File: config.mk
export PLATFORM = sky130hd
export DESIGN_NAME = sync_fifo_param_flat
export DESIGN_NICKNAME = d
export VERILOG_FILES = /design/src/rtl/fifo_pkg.sv /design/src/rtl/sync_fifo_param_if.sv /design/src/rtl/fifo_mem.sv /design/src/rtl/sync_fifo_param.sv /design/src/flat_wrapper.sv
export SDC_FILE = /design/constraint.sdc
export NUM_CORES = 1
export LEC_CHECK = 0
export CORE_ASPECT_RATIO = 1.75
export CORE_MARGIN = 2
export CORE_UTILIZATION = 58
export CTS_CLUSTER_SIZE = 16
export DETAILED_ROUTE_END_ITERATION = 10
export PLACE_DENSITY = 0.89
export SYNTH_ARGS = -nofsm -noshare
export SYNTH_HDL_FRONTEND = slang
export SYNTH_SLANG_ARGS = --single-unit
File: constraint.sdc
create_clock -name clk -period 3.26 [get_ports clk]
set_input_delay 0.489 -clock clk [delete_from_list [all_inputs] [get_ports clk]]
set_output_delay 0.489 -clock clk [all_outputs]
set_load 0.05 [all_outputs]
File: src/rtl/fifo_pkg.sv
// fifo_pkg: shared defaults and helpers for sync_fifo_param and its verification environment.
package fifo_pkg;
    localparam int DEF_DATA_WIDTH = 8;
    localparam int DEF_DEPTH      = 16;
    localparam int AF_DEFAULT     = DEF_DEPTH - 2;
    localparam int AE_DEFAULT     = 2;

    function automatic int clog2(input int value);
        int r;
        r = 0;
        while ((1 << r) < value) r++;
        return r;
    endfunction
endpackage

File: src/rtl/sync_fifo_param_if.sv
// sync_fifo_param_if: producer/consumer handshake, thresholds and status of sync_fifo_param.
interface sync_fifo_param_if
    import fifo_pkg::*;
#(
    parameter int DATA_WIDTH = DEF_DATA_WIDTH,
    parameter int DEPTH      = DEF_DEPTH
);
    localparam int AW = clog2(DEPTH);
    logic                  wr_en;
    logic [DATA_WIDTH-1:0] data_in;
    logic                  rd_en;
    logic [DATA_WIDTH-1:0] data_out;
    logic                  rd_valid;
    logic                  flush;
    logic [AW:0]           af_thresh;
    logic [AW:0]           ae_thresh;
    logic                  err_clr;
    logic [AW:0]           fifo_count;
    logic                  fifo_full;
    logic                  fifo_empty;
    logic                  fifo_almost_full;
    logic                  fifo_almost_empty;
    logic                  fifo_overflow;
    logic                  fifo_underflow;

    modport master (
        output wr_en, data_in, rd_en, flush, af_thresh, ae_thresh, err_clr,
        input  data_out, rd_valid, fifo_count, fifo_full, fifo_empty,
               fifo_almost_full, fifo_almost_empty, fifo_overflow, fifo_underflow
    );
    modport slave (
        input  wr_en, data_in, rd_en, flush, af_thresh, ae_thresh, err_clr,
        output data_out, rd_valid, fifo_count, fifo_full, fifo_empty,
               fifo_almost_full, fifo_almost_empty, fifo_overflow, fifo_underflow
    );
endinterface

File: src/rtl/fifo_mem.sv
// fifo_mem: simple dual-port register array, one write port and one synchronous read port, no reset.
module fifo_mem #(
    parameter int DATA_WIDTH = 8,
    parameter int AW         = 4
) (
    input  logic                  clk,
    input  logic                  wr_en,
    input  logic [AW-1:0]         wr_addr,
    input  logic [DATA_WIDTH-1:0] wr_data,
    input  logic                  rd_en,
    input  logic [AW-1:0]         rd_addr,
    output logic [DATA_WIDTH-1:0] rd_data
);
    logic [DATA_WIDTH-1:0] mem [2**AW];
    logic [DATA_WIDTH-1:0] rd_data_q;

    // A read of the slot being written in the same cycle returns the old word.
    always_ff @(posedge clk) begin
        if (wr_en) mem[wr_addr] <= wr_data;
        if (rd_en) rd_data_q <= mem[rd_addr];
    end

    assign rd_data = rd_data_q;
endmodule

File: src/rtl/sync_fifo_param.sv
// sync_fifo_param: parametrised single-clock FIFO with occupancy count, programmable
// almost-full/almost-empty thresholds, registered read strobe, sticky error flags and flush.
module sync_fifo_param
    import fifo_pkg::*;
#(
    parameter int DATA_WIDTH = DEF_DATA_WIDTH,
    parameter int DEPTH      = DEF_DEPTH
) (
    input logic             clk,
    input logic             rst_n,
    sync_fifo_param_if.slave bus
);
    localparam int AW = clog2(DEPTH);

    logic [AW:0]           w_ptr_q, w_ptr_d, r_ptr_q, r_ptr_d, count_q, count_d;
    logic                  rd_valid_q, rd_valid_d, ovf_q, ovf_d, unf_q, unf_d;
    logic                  out_zero_q, out_zero_d;
    logic                  full, empty, rd_acc, wr_acc, wr_do, rd_do;
    logic [DATA_WIDTH-1:0] mem_rd_data;

    always_comb begin
        full       = (w_ptr_q[AW] != r_ptr_q[AW]) && (w_ptr_q[AW-1:0] == r_ptr_q[AW-1:0]);
        empty      = w_ptr_q == r_ptr_q;
        rd_acc     = bus.rd_en && !empty;
        wr_acc     = bus.wr_en && (!full || rd_acc);
        wr_do      = wr_acc && !bus.flush;
        rd_do      = rd_acc && !bus.flush;
        w_ptr_d    = bus.flush ? '0 : w_ptr_q + (AW+1)'(wr_do);
        r_ptr_d    = bus.flush ? '0 : r_ptr_q + (AW+1)'(rd_do);
        count_d    = bus.flush ? '0 : count_q + (AW+1)'(wr_do) - (AW+1)'(rd_do);
        rd_valid_d = rd_do;
        out_zero_d = out_zero_q && !rd_do;
        ovf_d      = (ovf_q && !bus.err_clr) || (bus.wr_en && !wr_acc && !bus.flush);
        unf_d      = (unf_q && !bus.err_clr) || (bus.rd_en && !rd_acc && !bus.flush);
    end

    // The array has no reset, so data_out is forced to zero until the first read after reset.
    always_ff @(posedge clk or negedge rst_n) begin
        if (!rst_n) begin
            w_ptr_q    <= '0;
            r_ptr_q    <= '0;
            count_q    <= '0;
            rd_valid_q <= 1'b0;
            ovf_q      <= 1'b0;
            unf_q      <= 1'b0;
            out_zero_q <= 1'b1;
        end else begin
            w_ptr_q    <= w_ptr_d;
            r_ptr_q    <= r_ptr_d;
            count_q    <= count_d;
            rd_valid_q <= rd_valid_d;
            ovf_q      <= ovf_d;
            unf_q      <= unf_d;
            out_zero_q <= out_zero_d;
        end
    end

    fifo_mem #(.DATA_WIDTH(DATA_WIDTH), .AW(AW)) u_mem (
        .clk     (clk),
        .wr_en   (wr_do),
        .wr_addr (w_ptr_q[AW-1:0]),
        .wr_data (bus.data_in),
        .rd_en   (rd_do),
        .rd_addr (r_ptr_q[AW-1:0]),
        .rd_data (mem_rd_data)
    );

    assign bus.data_out          = out_zero_q ? '0 : mem_rd_data;
    assign bus.rd_valid          = rd_valid_q;
    assign bus.fifo_count        = count_q;
    assign bus.fifo_full         = full;
    assign bus.fifo_empty        = empty;
    assign bus.fifo_almost_full  = count_q >= bus.af_thresh;
    assign bus.fifo_almost_empty = count_q <= bus.ae_thresh;
    assign bus.fifo_overflow     = ovf_q;
    assign bus.fifo_underflow    = unf_q;
endmodule

File: src/flat_wrapper.sv
// flat-port wrapper written by rule: the top's interface ports become plain ports
module sync_fifo_param_flat import fifo_pkg::*;
#(
    parameter int DATA_WIDTH = DEF_DATA_WIDTH,
    parameter int DEPTH      = DEF_DEPTH
)
  (clk, rst_n, bus_wr_en, bus_data_in, bus_rd_en, bus_flush, bus_af_thresh, bus_ae_thresh, bus_err_clr, bus_data_out, bus_rd_valid, bus_fifo_count, bus_fifo_full, bus_fifo_empty, bus_fifo_almost_full, bus_fifo_almost_empty, bus_fifo_overflow, bus_fifo_underflow);
  sync_fifo_param_if #(.DATA_WIDTH(DATA_WIDTH), .DEPTH(DEPTH)) bus_i ();
  input logic clk;
  input logic rst_n;
  input wire logic [$bits(bus_i.wr_en)-1:0] bus_wr_en;
  input wire logic [$bits(bus_i.data_in)-1:0] bus_data_in;
  input wire logic [$bits(bus_i.rd_en)-1:0] bus_rd_en;
  input wire logic [$bits(bus_i.flush)-1:0] bus_flush;
  input wire logic [$bits(bus_i.af_thresh)-1:0] bus_af_thresh;
  input wire logic [$bits(bus_i.ae_thresh)-1:0] bus_ae_thresh;
  input wire logic [$bits(bus_i.err_clr)-1:0] bus_err_clr;
  output wire logic [$bits(bus_i.data_out)-1:0] bus_data_out;
  output wire logic [$bits(bus_i.rd_valid)-1:0] bus_rd_valid;
  output wire logic [$bits(bus_i.fifo_count)-1:0] bus_fifo_count;
  output wire logic [$bits(bus_i.fifo_full)-1:0] bus_fifo_full;
  output wire logic [$bits(bus_i.fifo_empty)-1:0] bus_fifo_empty;
  output wire logic [$bits(bus_i.fifo_almost_full)-1:0] bus_fifo_almost_full;
  output wire logic [$bits(bus_i.fifo_almost_empty)-1:0] bus_fifo_almost_empty;
  output wire logic [$bits(bus_i.fifo_overflow)-1:0] bus_fifo_overflow;
  output wire logic [$bits(bus_i.fifo_underflow)-1:0] bus_fifo_underflow;
  assign bus_i.wr_en = bus_wr_en;
  assign bus_i.data_in = bus_data_in;
  assign bus_i.rd_en = bus_rd_en;
  assign bus_i.flush = bus_flush;
  assign bus_i.af_thresh = bus_af_thresh;
  assign bus_i.ae_thresh = bus_ae_thresh;
  assign bus_i.err_clr = bus_err_clr;
  assign bus_data_out = bus_i.data_out;
  assign bus_rd_valid = bus_i.rd_valid;
  assign bus_fifo_count = bus_i.fifo_count;
  assign bus_fifo_full = bus_i.fifo_full;
  assign bus_fifo_empty = bus_i.fifo_empty;
  assign bus_fifo_almost_full = bus_i.fifo_almost_full;
  assign bus_fifo_almost_empty = bus_i.fifo_almost_empty;
  assign bus_fifo_overflow = bus_i.fifo_overflow;
  assign bus_fifo_underflow = bus_i.fifo_underflow;
  sync_fifo_param #(.DATA_WIDTH(DATA_WIDTH), .DEPTH(DEPTH)) u_core (.clk(clk), .rst_n(rst_n), .bus(bus_i));
endmodule
==> results.yml <==
run_status:
  status: "finished clean"
setup_path:
  max_stage_delay_ns: 0.83
  cp_data_arrival_time_ns: 2.45
  r2r_end: "u_core.bus.fifo_count[4]"
  crit_slowest_cell: "clkdlybuf4s50_1"
  critPathLaunchType: "register"
  critical_path_required_ns: 2.77
  path_max_fanout: 10
  timing.rr.start: "u_core.r_ptr_q[3]"
  r2r_cells: 13
  path_class: "reg -> out"
  end_kind: "output pin"
  worstPathCellList: "xnor2_1 -> nand4_2 -> nor2_2 -> clkdlybuf4s50_1"
  reg2reg_slack_ns: 0.42
place:
  io_buffers: 43
  detailed_place_hpwl_um: 8720
  place_congestion: 0.780
power_and_ir_drop:
  power.density_nw_per_um2: 595
  leakagePower_nw: 2.75
  vdd_drop_max_v: 0.000721
layout:
  n_fill_cell: 657
  nNetsFinal: 486
  mostFrequentLayoutCells: "edfxtp_1 (136), clkdlybuf4s50_1 (42), buf_4 (27)"
  synthToLayoutAreaGrowth_pct: 18.6
  drive_gt1_share_pct: 19.1
  utilization_pct: 70.2
  n_antenna_cell: 0
  final_common_cell: "edfxtp_1"
hold_path:
  hp-class: "reg -> reg"
  hold_depth: 2
  min_to: "u_core.bus.fifo_overflow"
  hp-start: "u_core.bus.fifo_overflow"
die:
  die_w_um: 84.5
  die_y_um: 145
  dieArea_um2: 12200
  core_um2: 11100
  io_pins: 44
  rows: 51
  start_util_pct: 59.2
yosys:
  yosysWarnings: 0
  synth_top_area_share_pct: 62.1
  async_flop_share_pct: 12.3
  synth_ff_type: "edfxtp_1"
  synthTopCellsByArea: "edfxtp_1 (62%), mux4_2 (7.5%), dfrtp_1 (6.9%)"
  ys_types: 38
  syn_avg_cell_area_um2: 17.8
  synth-edff-count: 136
  ys_seq_elements: 155
  syn_inst: 369
  syn-cell-area_um2: 6580
  seq_area_frac_synth_pct: 69.4
  synth_area_leader_cell: "edfxtp_1"
  synth_nets: 413
sta:
  setup_viol: 0
  hold_viol_final: 0
  skew_ns: 0.00625
  finalSetupTns_ns: 0
  layout_min_cycle_time_ns: 2.94
  drv_slew: 0
  slew-limit-headroom_pct: 43.9
  fin_crit_sh_pct: 90.2
  fmax_ghz: 0.340
  worst_slew_pin_slew_ns: 0.838
  rsz0062_at_grt: "no"
grt:
  grt_antenna_before_repair: 0
  grt_pass1_vias: 3635
  grt_pass1_wl_um: 19700
  grtUsageTotal_pct: 22.2
  grt_max_degree: 34
  grt_overflow: 0
clock_network:
  cts-root-buf: "clkbuf_16"
  holdBufCountCts: 0
  postCtsSetupBuffers: 0
  cts_made_buffers: 17
  post_cts_resized: 0
  cts.path.max_buffers: 2
  cts_tree: "done"
  clkSinkCount: 155
  htree_num_levels: 4
  cts.clk_slew.worst_paths_ns: 0.06
  clock_latency_ns: 0.41
route:
  routed-via-count: 3523
  via_per_inst: 6.00
  drc: 0
  dr.first_iter.drc_count: 246
  post_drt_wl_per_cell_um: 21.5
  dr.pass1.iters: 4
  ant_nets: 0
  drt-total-wl_um: 12600
flow_run:
  cap_viol_max_count: 0
==> cell usage after synthesis (9+ instances only) <==
cell	instances
edfxtp_1	136
mux4_2	22
ha_1	19
nor2_1	19
dfrtp_1	18
inv_1	17
nor2b_1	16
nor3_1	13
o22ai_1	11
mux4_1	10
nand2_1	9
==> layout make-up <==
type,instances,area (um^2),area share (%)
Inverter,17,63.8,0.818
Clock inverter,14,146,1.88
Sequential cell,155,4560,58.5
Timing Repair Buffer,69,623,7.99
Tap cell,132,165,2.12
Multi-Input combinational cell,182,1810,23.2
Clock buffer,18,429,5.50
==> stage by stage <==
step / power (W) / hold slack, ns / worst slack (ns) / cells / area, um^2
6_report: 0.00464 / 0.525 / 0.321 / 587 / 7800
5_1_grt: 0.00480 / 0.564 / 0.138 / 587 / 7800
4_1_cts: 0.00467 / 0.514 / 0.316 / 587 / 7800
3_5_place_dp: 0.00281 / 0.492 / 0.348 / 555 / 7220
3_3_place_gp: 0.00278 / 0.483 / 0.362 / 555 / 7220
2_1_floorplan: 0.00263 / 0.193 / 0.0762 / 369 / 6580
==> cell families after synthesis <==
logic type | after synthesis | share of synthesized area (%)
buf+inv | 32 | 3.16
compound gates | 31 | 3.10
flops | 155 | 69.4
xor+xnor | 14 | 1.86
simple gates | 85 | 7.06
fa+ha+maj | 20 | 3.92
mux | 32 | 11.5
==> how the worst max path moves through the flow <==
stage                                  from                        to  slack [ns]
after floorplan           u_core.r_ptr_q[2]  u_core.bus.fifo_count[4]        0.08
after global placement     bus_af_thresh[0]      bus_fifo_almost_full        0.36
after detailed placement   bus_af_thresh[0]      bus_fifo_almost_full        0.35
after CTS                 u_core.r_ptr_q[3]            bus_fifo_empty        0.32
after global routing      u_core.r_ptr_q[3]  u_core.bus.fifo_count[4]        0.14
final                     u_core.r_ptr_q[3]            bus_fifo_empty        0.32
==> flip-flops by register name, indices dropped and copies added (netlist names) <==
name                       cells
u_core.u_mem.rd_data           8
u_core.bus.fifo_count          5
u_core.w_ptr_q                 5
u_core.bus.fifo_underflow      1
u_core.out_zero_q              1
u_core.bus.fifo_overflow       1
u_core.r_ptr_q                 5
u_core.u_mem.mem             128
u_core.bus.rd_valid            1
==> worst max-delay path: cells and delay by family (launching register included) <==
kind	cells	cell delay, ns
buffers and inverters	1	0.83
flip-flops	1	0.61
XOR/XNOR	1	0.19
AND/OR/NAND/NOR	2	0.42
==> where the power goes <==
| group | internal [W] | switching [W] |
|---|---|---|
| Sequential | 0.00220 | 0.0000315 |
| Clock | 0.00113 | 0.000746 |
| Combinational | 0.000217 | 0.000319 |
| Total | 0.00354 | 0.00110 |
==> layer usage <==
metal  part of all wire (%)  up-vias  GRT usage, %
li1                       -     1593             -
met1                     35     1757          24.5
met2                     56      142          40.4
met3                    4.9       31          4.54
met4                    3.9        0          11.0
met5                      0        -             0
Note: power is estimated with default switching activity, not from simulation.
